<file path="src/rtl/nap_main_fsm_if.sv">
// Signal bundle between the nap controller and its keypad/setting and display/buzzer neighbours.
// The slave side is the controller; the master side drives keys, ticks and the setting result.
interface nap_main_fsm_if #(
    parameter int unsigned TIME_W = 16,
    parameter int unsigned CNT_W  = 2
) ();
    logic              tick;
    logic              switch;
    logic              completeSetting;
    logic [TIME_W-1:0] napTime;
    logic              sharp;
    logic              snooze;

    logic              init;
    logic              enAutoSetting;
    logic              enManualSetting;
    logic              enSleep;
    logic              enAlarm;
    logic              enSnooze;
    logic              enCancel;
    logic [TIME_W-1:0] remaining;
    logic [CNT_W-1:0]  snoozeCount;
    logic              timedOut;

    modport master (
        output tick, switch, completeSetting, napTime, sharp, snooze,
        input  init, enAutoSetting, enManualSetting, enSleep, enAlarm, enSnooze, enCancel,
        input  remaining, snoozeCount, timedOut
    );

    modport slave (
        input  tick, switch, completeSetting, napTime, sharp, snooze,
        output init, enAutoSetting, enManualSetting, enSleep, enAlarm, enSnooze, enCancel,
        output remaining, snoozeCount, timedOut
    );
endinterface

</file>
<file path="src/rtl/nap_main_fsm.sv">
// Power-nap main controller: setting, tick-driven sleep countdown, alarm with bounded snooze,
// alarm auto-timeout and cancel. The bus interface must be sized with matching TIME_W/CNT_W.
module nap_main_fsm #(
    parameter int unsigned TIME_W        = 16,
    parameter int unsigned SNOOZE_SEC    = 300,
    parameter int unsigned MAX_SNOOZE    = 3,
    parameter int unsigned ALARM_TIMEOUT = 60
) (
    input logic            clock,
    input logic            reset,
    nap_main_fsm_if.slave  bus
);
    localparam int unsigned CNT_W = (MAX_SNOOZE == 0) ? 1 : $clog2(MAX_SNOOZE + 1);
    localparam int unsigned TMR_W = (ALARM_TIMEOUT < 2) ? 1 : $clog2(ALARM_TIMEOUT + 1);

    typedef enum logic [2:0] {
        StStart, StAutoSet, StManualSet, StSleep, StAlarm, StSnooze, StCancel
    } stateT;

    stateT             stateQ, stateD;
    logic [TIME_W-1:0] remainingQ, remainingD;
    logic [CNT_W-1:0]  snoozeCountQ, snoozeCountD;
    logic              timedOutQ, timedOutD;
    logic [TMR_W-1:0]  alarmTimerQ, alarmTimerD;

    always_ff @(posedge clock) begin
        if (reset) begin
            stateQ       <= StStart;
            remainingQ   <= '0;
            snoozeCountQ <= '0;
            timedOutQ    <= 1'b0;
            alarmTimerQ  <= '0;
        end else begin
            stateQ       <= stateD;
            remainingQ   <= remainingD;
            snoozeCountQ <= snoozeCountD;
            timedOutQ    <= timedOutD;
            alarmTimerQ  <= alarmTimerD;
        end
    end

    always_comb begin
        stateD       = stateQ;
        remainingD   = remainingQ;
        snoozeCountD = snoozeCountQ;
        timedOutD    = timedOutQ;
        // Timer is held only while ringing, so every ALARM entry starts from zero.
        alarmTimerD  = '0;
        case (stateQ)
            StStart: begin
                stateD       = bus.switch ? StManualSet : StAutoSet;
                timedOutD    = 1'b0;
                snoozeCountD = '0;
            end
            StAutoSet, StManualSet: begin
                if (bus.completeSetting) begin
                    remainingD = bus.napTime;
                    stateD     = (bus.napTime == '0) ? StAlarm : StSleep;
                end
            end
            StSleep, StSnooze: begin
                if (bus.sharp) begin
                    stateD = StCancel;
                end else if (bus.tick) begin
                    remainingD = remainingQ - TIME_W'(1);
                    if (remainingQ == TIME_W'(1)) stateD = StAlarm;
                end
            end
            StAlarm: begin
                alarmTimerD = alarmTimerQ;
                if (bus.sharp) begin
                    stateD = StCancel;
                end else if (bus.snooze && (snoozeCountQ < CNT_W'(MAX_SNOOZE))) begin
                    stateD       = StSnooze;
                    remainingD   = TIME_W'(SNOOZE_SEC);
                    snoozeCountD = snoozeCountQ + CNT_W'(1);
                end else if ((ALARM_TIMEOUT != 0) && bus.tick) begin
                    alarmTimerD = alarmTimerQ + TMR_W'(1);
                    if (alarmTimerD == TMR_W'(ALARM_TIMEOUT)) begin
                        stateD    = StCancel;
                        timedOutD = 1'b1;
                    end
                end
            end
            StCancel: begin
                remainingD = '0;
                stateD     = StStart;
            end
            default: stateD = StStart;
        endcase
    end

    always_comb begin
        bus.init            = 1'b0;
        bus.enAutoSetting   = 1'b0;
        bus.enManualSetting = 1'b0;
        bus.enSleep         = 1'b0;
        bus.enAlarm         = 1'b0;
        bus.enSnooze        = 1'b0;
        bus.enCancel        = 1'b0;
        case (stateQ)
            StAutoSet:   bus.enAutoSetting   = 1'b1;
            StManualSet: bus.enManualSetting = 1'b1;
            StSleep:     bus.enSleep         = 1'b1;
            StAlarm:     bus.enAlarm         = 1'b1;
            StSnooze:    bus.enSnooze        = 1'b1;
            StCancel:    bus.enCancel        = 1'b1;
            default:     bus.init            = 1'b1;
        endcase
        bus.remaining   = remainingQ;
        bus.snoozeCount = snoozeCountQ;
        bus.timedOut    = timedOutQ;
    end
endmodule
</file>
<file path="src/flat_wrapper.sv">
// flat-port wrapper written by rule: the top's interface ports become plain ports
module nap_main_fsm_flat 
#(
    parameter int unsigned TIME_W        = 16,
    parameter int unsigned SNOOZE_SEC    = 300,
    parameter int unsigned MAX_SNOOZE    = 3,
    parameter int unsigned ALARM_TIMEOUT = 60
)
  (clock, reset, bus_tick, bus_switch, bus_completeSetting, bus_napTime, bus_sharp, bus_snooze, bus_init, bus_enAutoSetting, bus_enManualSetting, bus_enSleep, bus_enAlarm, bus_enSnooze, bus_enCancel, bus_remaining, bus_snoozeCount, bus_timedOut);
  nap_main_fsm_if #(.TIME_W(TIME_W)) bus_i ();
  input logic clock;
  input logic reset;
  input wire logic [$bits(bus_i.tick)-1:0] bus_tick;
  input wire logic [$bits(bus_i.switch)-1:0] bus_switch;
  input wire logic [$bits(bus_i.completeSetting)-1:0] bus_completeSetting;
  input wire logic [$bits(bus_i.napTime)-1:0] bus_napTime;
  input wire logic [$bits(bus_i.sharp)-1:0] bus_sharp;
  input wire logic [$bits(bus_i.snooze)-1:0] bus_snooze;
  output wire logic [$bits(bus_i.init)-1:0] bus_init;
  output wire logic [$bits(bus_i.enAutoSetting)-1:0] bus_enAutoSetting;
  output wire logic [$bits(bus_i.enManualSetting)-1:0] bus_enManualSetting;
  output wire logic [$bits(bus_i.enSleep)-1:0] bus_enSleep;
  output wire logic [$bits(bus_i.enAlarm)-1:0] bus_enAlarm;
  output wire logic [$bits(bus_i.enSnooze)-1:0] bus_enSnooze;
  output wire logic [$bits(bus_i.enCancel)-1:0] bus_enCancel;
  output wire logic [$bits(bus_i.remaining)-1:0] bus_remaining;
  output wire logic [$bits(bus_i.snoozeCount)-1:0] bus_snoozeCount;
  output wire logic [$bits(bus_i.timedOut)-1:0] bus_timedOut;
  assign bus_i.tick = bus_tick;
  assign bus_i.switch = bus_switch;
  assign bus_i.completeSetting = bus_completeSetting;
  assign bus_i.napTime = bus_napTime;
  assign bus_i.sharp = bus_sharp;
  assign bus_i.snooze = bus_snooze;
  assign bus_init = bus_i.init;
  assign bus_enAutoSetting = bus_i.enAutoSetting;
  assign bus_enManualSetting = bus_i.enManualSetting;
  assign bus_enSleep = bus_i.enSleep;
  assign bus_enAlarm = bus_i.enAlarm;
  assign bus_enSnooze = bus_i.enSnooze;
  assign bus_enCancel = bus_i.enCancel;
  assign bus_remaining = bus_i.remaining;
  assign bus_snoozeCount = bus_i.snoozeCount;
  assign bus_timedOut = bus_i.timedOut;
  nap_main_fsm #(.TIME_W(TIME_W), .SNOOZE_SEC(SNOOZE_SEC), .MAX_SNOOZE(MAX_SNOOZE), .ALARM_TIMEOUT(ALARM_TIMEOUT)) u_core (.clock(clock), .reset(reset), .bus(bus_i));
endmodule
</file>
<file path="config.mk">
export PLATFORM = sky130hd
export DESIGN_NAME = nap_main_fsm_flat
export DESIGN_NICKNAME = d
export VERILOG_FILES = /design/src/rtl/nap_main_fsm_if.sv /design/src/rtl/nap_main_fsm.sv /design/src/flat_wrapper.sv
export SDC_FILE = /design/constraint.sdc
export NUM_CORES = 1
export LEC_CHECK = 0
export ABC_AREA = 1
export CAP_MARGIN = 20
export CORE_MARGIN = 8
export CORE_UTILIZATION = 35
export CTS_BUF_LIST = sky130_fd_sc_hd__clkbuf_8 sky130_fd_sc_hd__clkbuf_16
export DETAILED_ROUTE_END_ITERATION = 10
export GPL_TIMING_DRIVEN = 0
export PLACE_DENSITY = 0.69
export SKIP_CTS_REPAIR_TIMING = 1
export SKIP_LAST_GASP = 1
export SYNTH_ARGS = -nofsm -noshare
export SYNTH_HDL_FRONTEND = slang
export SYNTH_SLANG_ARGS = --single-unit
</file>
<file path="constraint.sdc">
create_clock -name clock -period 2.1 [get_ports clock]
set_input_delay 0.63 -clock clock [delete_from_list [all_inputs] [get_ports clock]]
set_output_delay 0.63 -clock clock [all_outputs]
set_load 0.02 [all_outputs]
</file>
# --- Word level (Yosys, flattened, before mapping) ---
# Index checks and enable logic that the tools add are counted.
totals:
  register_bits: 28
  input_bits: 23
  output_inout_bits: 26
classes:
  addsub: 3
  magnitude_cmp: 1
  n_eq_ne: 20
  n_mux: 32
  bitwise_logic: 3
  reduce_logical: 14
op_table:
  columns: ["cell", "count"]
  rows:
  - ["2-to-1 mux 16 bit", 5]
  - ["one-hot mux 16 bit (4 select lines)", 1]
  - ["2-to-1 mux 3 bit", 9]
  - ["== test 16 x 1 -> 1 bit (second input constant)", 1]
  - ["zero test 16 bit", 1]
  - ["subtractor 16 x 1 -> 16 bit (second input constant)", 1]
  - ["!= test 2 bit (second input constant)", 6]
  - ["one-hot mux 3 bit (4 select lines)", 1]
  - ["2-to-1 mux 1 bit", 11]
  - ["AND reduction 5 bit", 2]
  - ["== test 3 bit (second input constant)", 3]
  - ["adder 6 x 1 -> 6 bit (second input constant)", 1]
  - ["== test 3 x 2 -> 1 bit (second input constant)", 2]
  - ["== test 6 bit (second input constant)", 1]
  - ["2-to-1 mux 2 bit", 3]
  - ["AND reduction 3 bit", 2]
  - ["AND reduction 6 bit", 1]
  - ["OR reduction 2 bit", 3]
  - ["OR reduction 6 bit", 1]
  - ["!= test 2 x 1 -> 1 bit (second input constant)", 2]
  - ["!= test 4 x 2 -> 1 bit (second input constant)", 1]
  - ["!= test 4 x 3 -> 1 bit (second input constant)", 1]
  - ["one-hot mux 2 bit (2 select lines)", 1]
  - ["nonzero test 4 bit", 1]
  - ["other kinds (10)", 12]

# --- Logic depth before layout (Yosys ltp) ---
# Gate-level depths: netlist of run 1.
depth:
  ltp_word: 7
  depth_mapped: 12

# --- Least setup slack after synthesis of run 1 ---
# Ideal clock, no wire load.
synth_path:
  kind: "register to register"
  startpoint: "reg u_core.snoozeCountQ[0], in the netlist u_core.bus.snoozeCount[0]"
  endpoint: "reg u_core.alarmTimerQ[3]"
  setup_time_ns: 0.119
  arrival_time_ns: 1.487
  t_required_ns: 1.981
  setup_slack_ns: 0.494
  stages_incl_launch_ff: 9
  period_less_slack_ns: 1.606
  path_cell_list: "dfxtp_1 -> ha_1 -> inv_1 -> nand2_1 -> nand2_1 -> nor2_1 -> inv_1 -> nor3b_1 -> nor3_1"
synth_between:
  elab_chain_len: 4
synth_lines:
  columns: ["element", "line", "source"]
  rows:
  - ["from (decl)", "nap_main_fsm.sv:22", "logic [CNT_W-1:0] snoozeCountQ, snoozeCountD;"]
  - ["from (signal assigned)", "nap_main_fsm.sv:36", "snoozeCountQ <= snoozeCountD;"]
  - ["less-than comparator 2 bit", "nap_main_fsm.sv:73", "end else if (bus.snooze && (snoozeCountQ < CNT_W'(MAX_SNOOZE))) begin"]
  - ["logical AND 1 bit", "nap_main_fsm.sv:73", null]
  - ["inverter 1 bit (no source line)", null, null]
  - ["AND reduction 3 bit (no source line)", null, null]
  - ["to (signal assigned)", "nap_main_fsm.sv:38", "alarmTimerQ <= alarmTimerD;"]
  - ["to (decl)", "nap_main_fsm.sv:24", "logic [TMR_W-1:0] alarmTimerQ, alarmTimerD;"]
# Every way passes these cells.
# A chain may end at the register's enable or synchronous reset.

# --- Final worst setup path of run 1 ---
layout_path:
  startpoint: "reg u_core.stateQ[1]"
  endpoint: "out bus_init"
layout_between:
  elab_chain_len: 3
layout_lines:
  columns: ["element", "line", "source"]
  rows:
  - ["from (decl)", "nap_main_fsm.sv:20", "stateT stateQ, stateD;"]
  - ["from (signal assigned)", "nap_main_fsm.sv:28", "stateQ <= StStart;"]
  - ["from (signal assigned)", "nap_main_fsm.sv:34", "stateQ <= stateD;"]
  - ["== test 3 x 1 -> 1 bit, or another cell as far along", "nap_main_fsm.sv:101", "case (stateQ)"]
  - ["OR reduction 6 bit (no source line) *", null, null]
  - ["2-to-1 mux 1 bit *", "nap_main_fsm.sv:101", null]
  - ["to (decl)", "flat_wrapper.sv:19", "output wire logic [$bits(bus_i.init)-1:0] bus_init;"]
# Mark *: on every way between the ends. The rest lies on a longest branch, timed or not.

==> summary.md, run 1 <==
| Metric | Value |
|---|---|
| Final Critical Period | ~2300 ps |
| # fillers | 639 |
| Layout area overhead | 31.8% |
| Final std cells w/o fill | roughly 490 |
| Total wire length | roughly 6000 um |
| Top_reg_cell synth | dfxtp_1 |
| H-tree Lvls | 1 |
| PD cells | 1390 mW/mm^2 |
| Crit Path Category | flop to output port |
| DRC viols | 0 |
| Final worst path period share | 110% |
| Layout cells sized above 1 | around 8.6% |
| Via density | 4.76 |
| Dpl hpwl | approximately 4800 um |
| Routed Antenna Nets | 0 |
| Synthesis Warnings | 0 |
| Post-Place Worst Slack | -205 ps |
| Initial Utilization | about 36% |
| Routed wire length per instance | 12.2 um |
| # diodes | 0 |
| Final instance area | about 0.0028 mm^2 |
| Post-synthesis simple-gate area fraction | 50.4% |
| Root buffer cell | clkbuf_8 |
| Lkg Pwr | 1.44 nW |
| CTS tree | done |
| RD Place Congestion | ~0.86 |
| Mux contribution to synthesized area | 0% |
| Die span in y | slightly above 90 um |
| I/O pins | 49 |
| Die width | 93.6 um |
| Antenna violations before repair | 0 |
| Hold Worst Slack | between 400 and 500 ps |
| Number of CTS-inserted buffers | 3 |
| Power share of the sequential group | 21.9% |
| Port Buf Inserts | 48 |
| Post-synth EDFFs | 0 |
| Setup TNS | -203 ps |
| Die area | 0.00875 mm^2 |
| Core Util, Final | a little under half |
| Clk network pwr share | approximately 11% |
| Peak VDD IR | ~0.53 mV |
| CP arrival | roughly 1700 ps |
| Core Box Area | approximately 0.0059 mm^2 |
| Yosys reg bits | 28 |
| P_int | 1.91 mW |
| Reg2Reg Setup Slack | approximately 370 ps |
| Skew final | about 3.2 ps |
| Drt initial violations | 123 |
| Dominant cells by area after synthesis | dfxtp_1 27%, nand2_1 20%, nor2_1 15%, nand3_1 8.3%, inv_1 7.1% |
| Max-Cap Viols | 0 |
| Crit start category | flop |
| Vias in the first global route | between 2000 and 2500 |
| Sw frac | approximately half |
| Fin. Hold Viols | 0 |
| Worst-Skew Late Latency | between 200 and 300 ps |
| Outcome | complete, but fails checks |
| Syn Nets | 394 |
| XOR/XNOR Fraction of Synth Area | between 1 and 1.5% |
| GRT overflow | 0 |
| Worst setup margin | -203 ps |
| Global Route Usage Sum | ~14% |
| Min-Delay Path Class | flop to flop |
| Worst Tran Pin Value | ~550 ps |
| Synth Area per Inst | ~5.7 um^2 |
| Fmax | between 0.4 and 0.5 GHz |
| Max Slew Vio Count | 0 |
| Synth cell types | 31 |
| Setup violators final | 1 |
| Max Root-Sink Buffers | 2 |
| Yosys top cell area share | about a quarter |
| Main combinational cell family by area after synthesis | simple AND/OR/NAND/NOR gates |
| Vias | roughly 2300 |
| NetSw | 1.95 mW |
| RSZ-0062 raised after global routing | true |
| Adder-Cell Fraction of Synth Area | under 10% |
| First-pass detailed-route iteration total | 4 |
| Post-Syn Area | about 0.0021 mm^2 |
| Crit end category | output port |
| Placed Instances | roughly 500 |
| Cell Rows | 28 |
| Power, Total | 3.86 mW |
| Clk pin slew, worst setup/hold paths | approximately 100 ps |
| Complex-gate fraction of the synthesized area | 8.44% |
| NumNets Final | 447 |
| Clock sink count | 28 |
| Placed cell area | between 0.002 and 0.003 mm^2 |
| Gate power share | between 60% and 70% |
| Failing checks | negative setup slack |
| WP data required | ~1500 ps |
| Top cell type by total area after synthesis | dfxtp_1 |
| Seq/Total Area, Yosys | about a quarter |
| Largest net degree at the start of global routing | 17 |
| Syn Inst Count | approximately 370 |
| Asr flop ratio synth | 0% |
| Worst Path Max Fanout | 7 |
| Normalized max-slew margin | a little under two thirds |
| First-pass GRT wire length | about 10000 um |
-- state kept, by name, indices dropped and copies added, names as in the netlist --
register                count
u_core.alarmTimerQ          6
u_core.bus.remaining       16
u_core.bus.snoozeCount      2
u_core.bus.timedOut         1
u_core.stateQ               3
-- power by group through the flow --
stage	clock network [mW]	logic, mW	registers [mW]
floorplan	0	1.71	0.949
global placement	0	2.55	0.845
detailed placement	0	2.58	0.847
CTS	0.456	2.59	0.833
global route	0.470	2.90	0.866
finish	0.439	2.58	0.843
-- cell usage in the layout, fill, tap and decap left out, drive strengths merged, types with 6 or more instances in the layout --
cell,instances
nand2,123
nor2,87
inv,43
clkdlybuf4s50,42
nand3,35
dfxtp,28
o21ai,16
a21oi,8
buf,7
dlymetal6s2s,6
-- kinds of logic (layout without fill, tap and decap cells) --
family | Yosys count | in the layout
flops | 28 | 28
compound gates | 28 | 28
simple gates | 253 | 253
xor+xnor | 3 | 3
fa+ha+maj | 4 | 4
buf+inv | 51 | 103
-- Yosys cell counts (2+ instances only) --
cell	instances
nand3_1	35
a21oi_1	5
a31oi_1	2
dfxtp_1	28
nor3_1	2
nand4_1	4
xor2_1	2
nand2_2	7
o21ai_0	12
a21oi_2	3
inv_2	2
nor2_1	82
buf_6	4
ha_1	4
nand2_1	115
inv_1	40
nor2_4	2
o21ai_2	2
nor2_2	3
buf_2	2
-- area by class of cell --
cell class	instances	area [um^2]	share of cell area, %
Tap cell	75	93.8	3.38
Inverter	44	168	6.04
Sequential cell	28	563	20.3
Timing Repair Buffer	48	495	17.8
Clock buffer	3	41.3	1.49
Multi-Input combinational cell	288	1320	47.6
Clock inverter	1	30.0	1.08
Buffer	7	62.6	2.25
-- per-layer routing --
layer / share of wire [%] / track usage, % / vias up
li1: - / - / 1243
met1: 43 / 16.9 / 1045
met2: 50 / 25.1 / 59
met3: 6.8 / 3.29 / 2
met4: 0.27 / 2.38 / 0
met5: 0 / 0 / -
-- final timing paths --
path,from,endpoint,cells after the start
setup / recovery,u_core.stateQ[1]$_SDFFE_PP0P_,bus_init,4
hold / removal,u_core.alarmTimerQ[4]$_SDFFE_PP0P_,u_core.alarmTimerQ[4]$_SDFFE_PP0P_,2
setup reg to reg,u_core.bus.snoozeCount[0]$_SDFFE_PP0P_,u_core.bus.remaining[7]$_SDFFE_PP0P_,10
hold reg to reg,u_core.alarmTimerQ[4]$_SDFFE_PP0P_,u_core.alarmTimerQ[4]$_SDFFE_PP0P_,2
-- worst max-delay path, stage by stage (launching register included) --
cell and delay, ps:
dfxtp_2 370, nor2_4 200, nand2_2 100, o21ai_2 90
clkdlybuf4s50_1 630
No activity file was read; power rests on OpenSTA's default activity.
==> run 2: changes to the inputs <==
Settings changed: PLACE_DENSITY 0.69 to 0.61, SLEW_MARGIN set to 5.
==> run 2 against run 1 <==
  * The flow now finishes without violations
  * Sequential power is essentially flat
  * Design area shrank 0.50%
  * Cell count is the same
  * Register-to-register slack gained 30 ps
  * Wire length grew 2.0%
  * Utilization shrank 0.23 points
  * Setup slack gained 290 ps
  * Flip-flop and latch count is the same
  * Fmax grew 14%
  * Combinational power is essentially flat
  * Non-clock buffer count is the same
  * Clock-buffer cell count grew 1
==> summary.md, run 2 (synthesis gave the netlist of run 1 again) <==
| Metric | Value |
|---|---|
| Worst Tran Pin Value | 559 ps |
| Clk pin slew, worst setup/hold paths | between 100 and 150 ps |
| Normalized max-slew margin | 62.6% |
| PD cells | approximately 1400 mW/mm^2 |
| Worst-Skew Late Latency | 280 ps |
| Commonest non-fill, non-tap cells in the layout | 115 x nand2_1, 81 x nor2_1, 41 x clkdlybuf4s50_1 |
| Port Buf Inserts | 48 |
| Final Critical Period | 2010 ps |
| Outcome | finished clean |
| Critical-path cell list | clkdlybuf4s50_1 |
| Clock sink count | 28 |
| GRT overflow | 0 |
| Crit end category | output port |
| CP max stage cell | clkdlybuf4s50_1 |
| Die width | approximately 94 um |
| Drt initial violations | slightly below 100 |
| Die span in y | between 90 and 100 um |
| Placed Instances | just under 500 |
| Most common cell after layout, fill and taps aside | nand2_1 |
| Min-Delay Path Class | flop to flop |
| Top delay family on crit path | buffers and inverters |
| Number of CTS-inserted buffers | 3 |
| Antenna violations before repair | 0 |
| Die area | about 0.009 mm^2 |
| First-pass detailed-route iteration total | 4 |
| Global Route Usage Sum | 14.4% |
| Setup TNS | 0 ps |
| # diodes | 0 |
| Crit start category | flop |
| Post-Place Worst Slack | -197 ps |
| Layout area overhead | 31.2% |
| Final worst path period share | around 96% |
| H-tree Lvls | 1 |
| First-pass GRT wire length | just over 10000 um |
| Dpl hpwl | around 4800 um |
| WP data required | ~1500 ps |
| Fmax | 0.496 GHz |
| Peak VDD IR | around 0.51 mV |
| Max Slew Vio Count | 0 |
| Max-Cap Viols | 0 |
| Final std cells w/o fill | between 400 and 500 |
| Worst setup margin | about 86 ps |
| Cell Rows | 28 |
| Vias in the first global route | approximately 2200 |
| RSZ-0062 raised after global routing | false |
| Lkg Pwr | 1.45 nW |
| Routed Antenna Nets | 0 |
| NumNets Final | 447 |
| Fin. Hold Viols | 0 |
| Max Root-Sink Buffers | 2 |
| I/O pins | a little under 50 |
| Skew final | approximately 3.2 ps |
| Bufs and invs on worst path | 1 |
| Power, Total | 3.78 mW |
| Initial Utilization | 35.8% |
| Max stage delay on crit path | between 600 and 700 ps |
| Worst-case reg-to-reg path depth | 10 |
| Setup violators final | 0 |
| CTS tree | done |
| Via density | 4.71 |
| Layout cells sized above 1 | about 8.6% |
| RD Place Congestion | roughly 0.85 |
| Largest register FFs | 16 |
| # fillers | approximately 640 |
| CP arrival | around 1400 ps |
| DRC viols | 0 |
| Worst Hold Depth | 2 |
| Routed wire length per instance | ~12 um |
| Core Box Area | between 0.005 and 0.006 mm^2 |
| Largest net degree at the start of global routing | 16 |
| Worst Path Max Fanout | 6 |
| Root buffer cell | clkbuf_8 |
| Crit Path Category | flop to output port |
| Vias | approximately 2300 |
| Total wire length | approximately 6000 um |
| Crit path depth | 1 |
[run 2: cell type report]
cell class	instances	area [um^2]	share of cell area [%]
multi-input combinational	288	1320	47.9
sequential	28	563	20.4
timing repair buffer	48	498	18.0
inverter	44	168	6.07
tap	75	93.8	3.40
buffer	7	62.6	2.26
clock buffer	4	55.1	1.99
[run 2: final timing paths]
path	startpoint	to	slack, ps
setup / recovery	u_core.bus.remaining[4]$_SDFFE_PP0P_	bus_remaining[4]	90
hold / removal	u_core.alarmTimerQ[4]$_SDFFE_PP0P_	u_core.alarmTimerQ[4]$_SDFFE_PP0P_	490
setup reg to reg	u_core.bus.snoozeCount[0]$_SDFFE_PP0P_	u_core.bus.remaining[13]$_SDFFE_PP0P_	400
hold reg to reg	u_core.alarmTimerQ[4]$_SDFFE_PP0P_	u_core.alarmTimerQ[4]$_SDFFE_PP0P_	490
[run 2: layer usage]
layer / wire length, um / global-route usage (%) / up-vias
met4: 44 / 2.38 / 0
met2: 2960 / 25.7 / 49
met1: 2780 / 17.0 / 1028
met5: 0 / 0 / -
li1: - / - / 1245
met3: 365 / 3.85 / 4
[run 2: per-stage QoR]
step,instance area [um^2],util (%),hold slack [ps]
after global placement,2680,45.5,451
after CTS,2740,46.5,490
final,2760,46.9,487
after floorplan,2110,-,437
after global routing,2760,46.9,532
after detailed placement,2680,45.5,462
[run 2: tightest hold or removal path, cell delays in order (launching register included)]
cell and delay, ps:
dfxtp_1 350, a21oi_1 40, nor2_1 70
[run 2: power by group]
part	total, mW	switching, mW	internal (mW)
logic	2.58	1.61	0.969
registers	0.846	0.168	0.678
clock network	0.357	0.189	0.168
total	3.78	1.97	1.82
==> run 3: changes to the inputs <==
Settings changed: CORE_MARGIN 8 to not set.
==> run 3 against run 2 <==
  * Wire length is 5.4% lower
  * First-iteration DRC count is 9.3% lower
  * Via count is 0.73% higher
  * Hold slack better by 3.0 ps
  * Clock-buffer cell count is 1 lower
  * Utilization is 2.3 points higher
  * Design area is 0.45% higher
  * Global-route usage is 5.3 points higher
  * Combinational power hardly changed
  * Power is 2.2% higher
==> summary.md, run 3 (synthesis gave the netlist of run 1 again) <==
| Metric | Value |
|---|---|
| Port Buf Inserts | between 40 and 50 |
| Fmax | roughly 0.5 GHz |
| Max Root-Sink Buffers | 2 |
| Worst Hold Depth | 2 |
| Crit end category | output port |
| Via density | approximately 4.8 |
| Final worst path period share | between 90% and 100% |
| CP max stage cell | clkdlybuf4s50_1 |
| Fin. Hold Viols | 0 |
| # diodes | 0 |
| NumNets Final | between 400 and 500 |
| HP Start | u_core.alarmTimerQ[0]$_SDFFE_PP0P_ |
| Top sig layer | met4 |
| Worst-case reg-to-reg path depth | 10 |
| RSZ-0062 raised after global routing | false |
| Sw frac | 50.8% |
| Crit path depth | 1 |
| NetSw | between 1.5 and 2 mW |
| Routed wl met3 | 344 um |
| Antenna violations before repair | 0 |
| Worst Tran Pin Value | 581 ps |
| Cell Rows | 27 |
| Total wire length | slightly below 6000 um |
| Min-Delay Path Class | flop to flop |
| WP data required | about 1500 ps |
| CTS tree | done |
| Critical R2R Launch | u_core.bus.snoozeCount[0]$_SDFFE_PP0P_ |
| Crit start category | flop |
| Clk pin slew, worst setup/hold paths | 110 ps |
| RD Place Congestion | around 0.84 |
| Routed wire length per instance | between 10 and 15 um |
| H-tree Lvls | 1 |
| Final Critical Period | between 2000 and 2500 ps |
| Routed Antenna Nets | 0 |
| P_int | roughly 1.9 mW |
| DRC viols | 0 |
| Layout cells sized above 1 | 8.59% |
| Vias | around 2300 |
| Core Util, Final | about half |
| PD cells | about 1400 mW/mm^2 |
| Most common cell after layout, fill and taps aside | nand2_1 |
| Layout area overhead | 31.8% |
| CP arrival | between 1000 and 1500 ps |
| Skew final | 6.37 ps |
| Final instance area | 0.00278 mm^2 |
| Crit path from | u_core.bus.remaining[0]$_SDFFE_PP0P_ |
| Critical-path cell list | clkdlybuf4s50_1 |
| Outcome | finished clean |
| GRT overflow | 0 |
| Largest register FFs | 16 |
| Die area | approximately 0.0063 mm^2 |
| First-pass detailed-route iteration total | 4 |
| Number of CTS-inserted buffers | 3 |
| Drt initial violations | approximately 90 |
| Worst-Skew Late Latency | about 280 ps |
| Max-Cap Viols | 0 |
| Die span in y | a little under 80 um |
| Top delay family on crit path | buffers and inverters |
| Gate power share | between 60% and 70% |
| Die width | ~80 um |
| Core Box Area | roughly 0.0056 mm^2 |
| Dpl hpwl | 4490 um |
| Met1 wire length | 2560 um |
| Setup violators final | 0 |
| Root buffer cell | clkbuf_8 |
| Vias in the first global route | approximately 2300 |
| I/O pins | between 40 and 50 |
| Clock sink count | 28 |
| Initial Utilization | between 30% and 40% |
| Max stage delay on crit path | around 640 ps |
| Worst Path Max Fanout | 5 |
| Placed cell area | 0.00268 mm^2 |
| Lkg Pwr | between 1 and 1.5 nW |
| Power, Total | a little under 4 mW |
| Bufs and invs on worst path | 1 |
| First-pass GRT wire length | about 9800 um |
| Max Slew Vio Count | 0 |
| Peak VDD IR | approximately 0.65 mV |
| Crit Path Category | flop to output port |
| Clk network pwr share | a little under an eighth |
| Global Route Usage Sum | roughly a fifth |
| Normalized max-slew margin | about three fifths |
| DR WL met2 | 2880 um |
| Commonest non-fill, non-tap cells in the layout | 115 x nand2_1, 81 x nor2_1, 41 x clkdlybuf4s50_1 |
| Power share of the sequential group | 21.9% |
| Largest net degree at the start of global routing | 17 |
==> run 3: power by group through the flow <==
stage | Clock (mW) | Combinational, mW | Sequential [mW]
final | 0.445 | 2.57 | 0.847
after global routing | 0.480 | 2.91 | 0.867
after CTS | 0.459 | 2.59 | 0.838
after detailed placement | 0 | 2.58 | 0.850
after global placement | 0 | 2.57 | 0.849
after floorplan | 0 | 1.71 | 0.949
==> run 3: worst paths after layout <==
| kind | slack [ps] | endpoint |
|---|---|---|
| worst max-delay path | 100 | bus_remaining[0] |
| worst max register to register | 390 | u_core.bus.remaining[12]$_SDFFE_PP0P_ |
| worst min-delay path | 490 | u_core.alarmTimerQ[0]$_SDFFE_PP0P_ |
| worst min register to register | 490 | u_core.alarmTimerQ[0]$_SDFFE_PP0P_ |
==> run 3: metrics by stage <==
stage               std cells  hold WS, ps  TNS, ps  setup slack (ps)
floorplan                 367          437        0               494
global placement          487          454    -2020              -172
detailed placement        487          471    -2220              -201
CTS                       491          492    -1160              -349
global route              491          528        0              13.8
finish                    491          490        0              99.4
==> run 3: area by class of cell <==
type                            count  area (um^2)
Inverter                           44          168
Sequential cell                    28          563
Fill cell                         618         2870
Timing Repair Buffer               48          498
Multi-Input combinational cell    288         1320
Clock inverter                      1         30.0
Tap cell                           72         90.1
Clock buffer                        3         41.3
Buffer                              7         62.6
==> run 3: per-layer routing <==
| layer | global-route usage, % | up-vias |
|---|---|---|
| li1 | - | 1246 |
| met1 | 22.1 | 1033 |
| met2 | 38.0 | 60 |
| met3 | 3.89 | 4 |
| met4 | 3.64 | 0 |
| met5 | 0 | - |
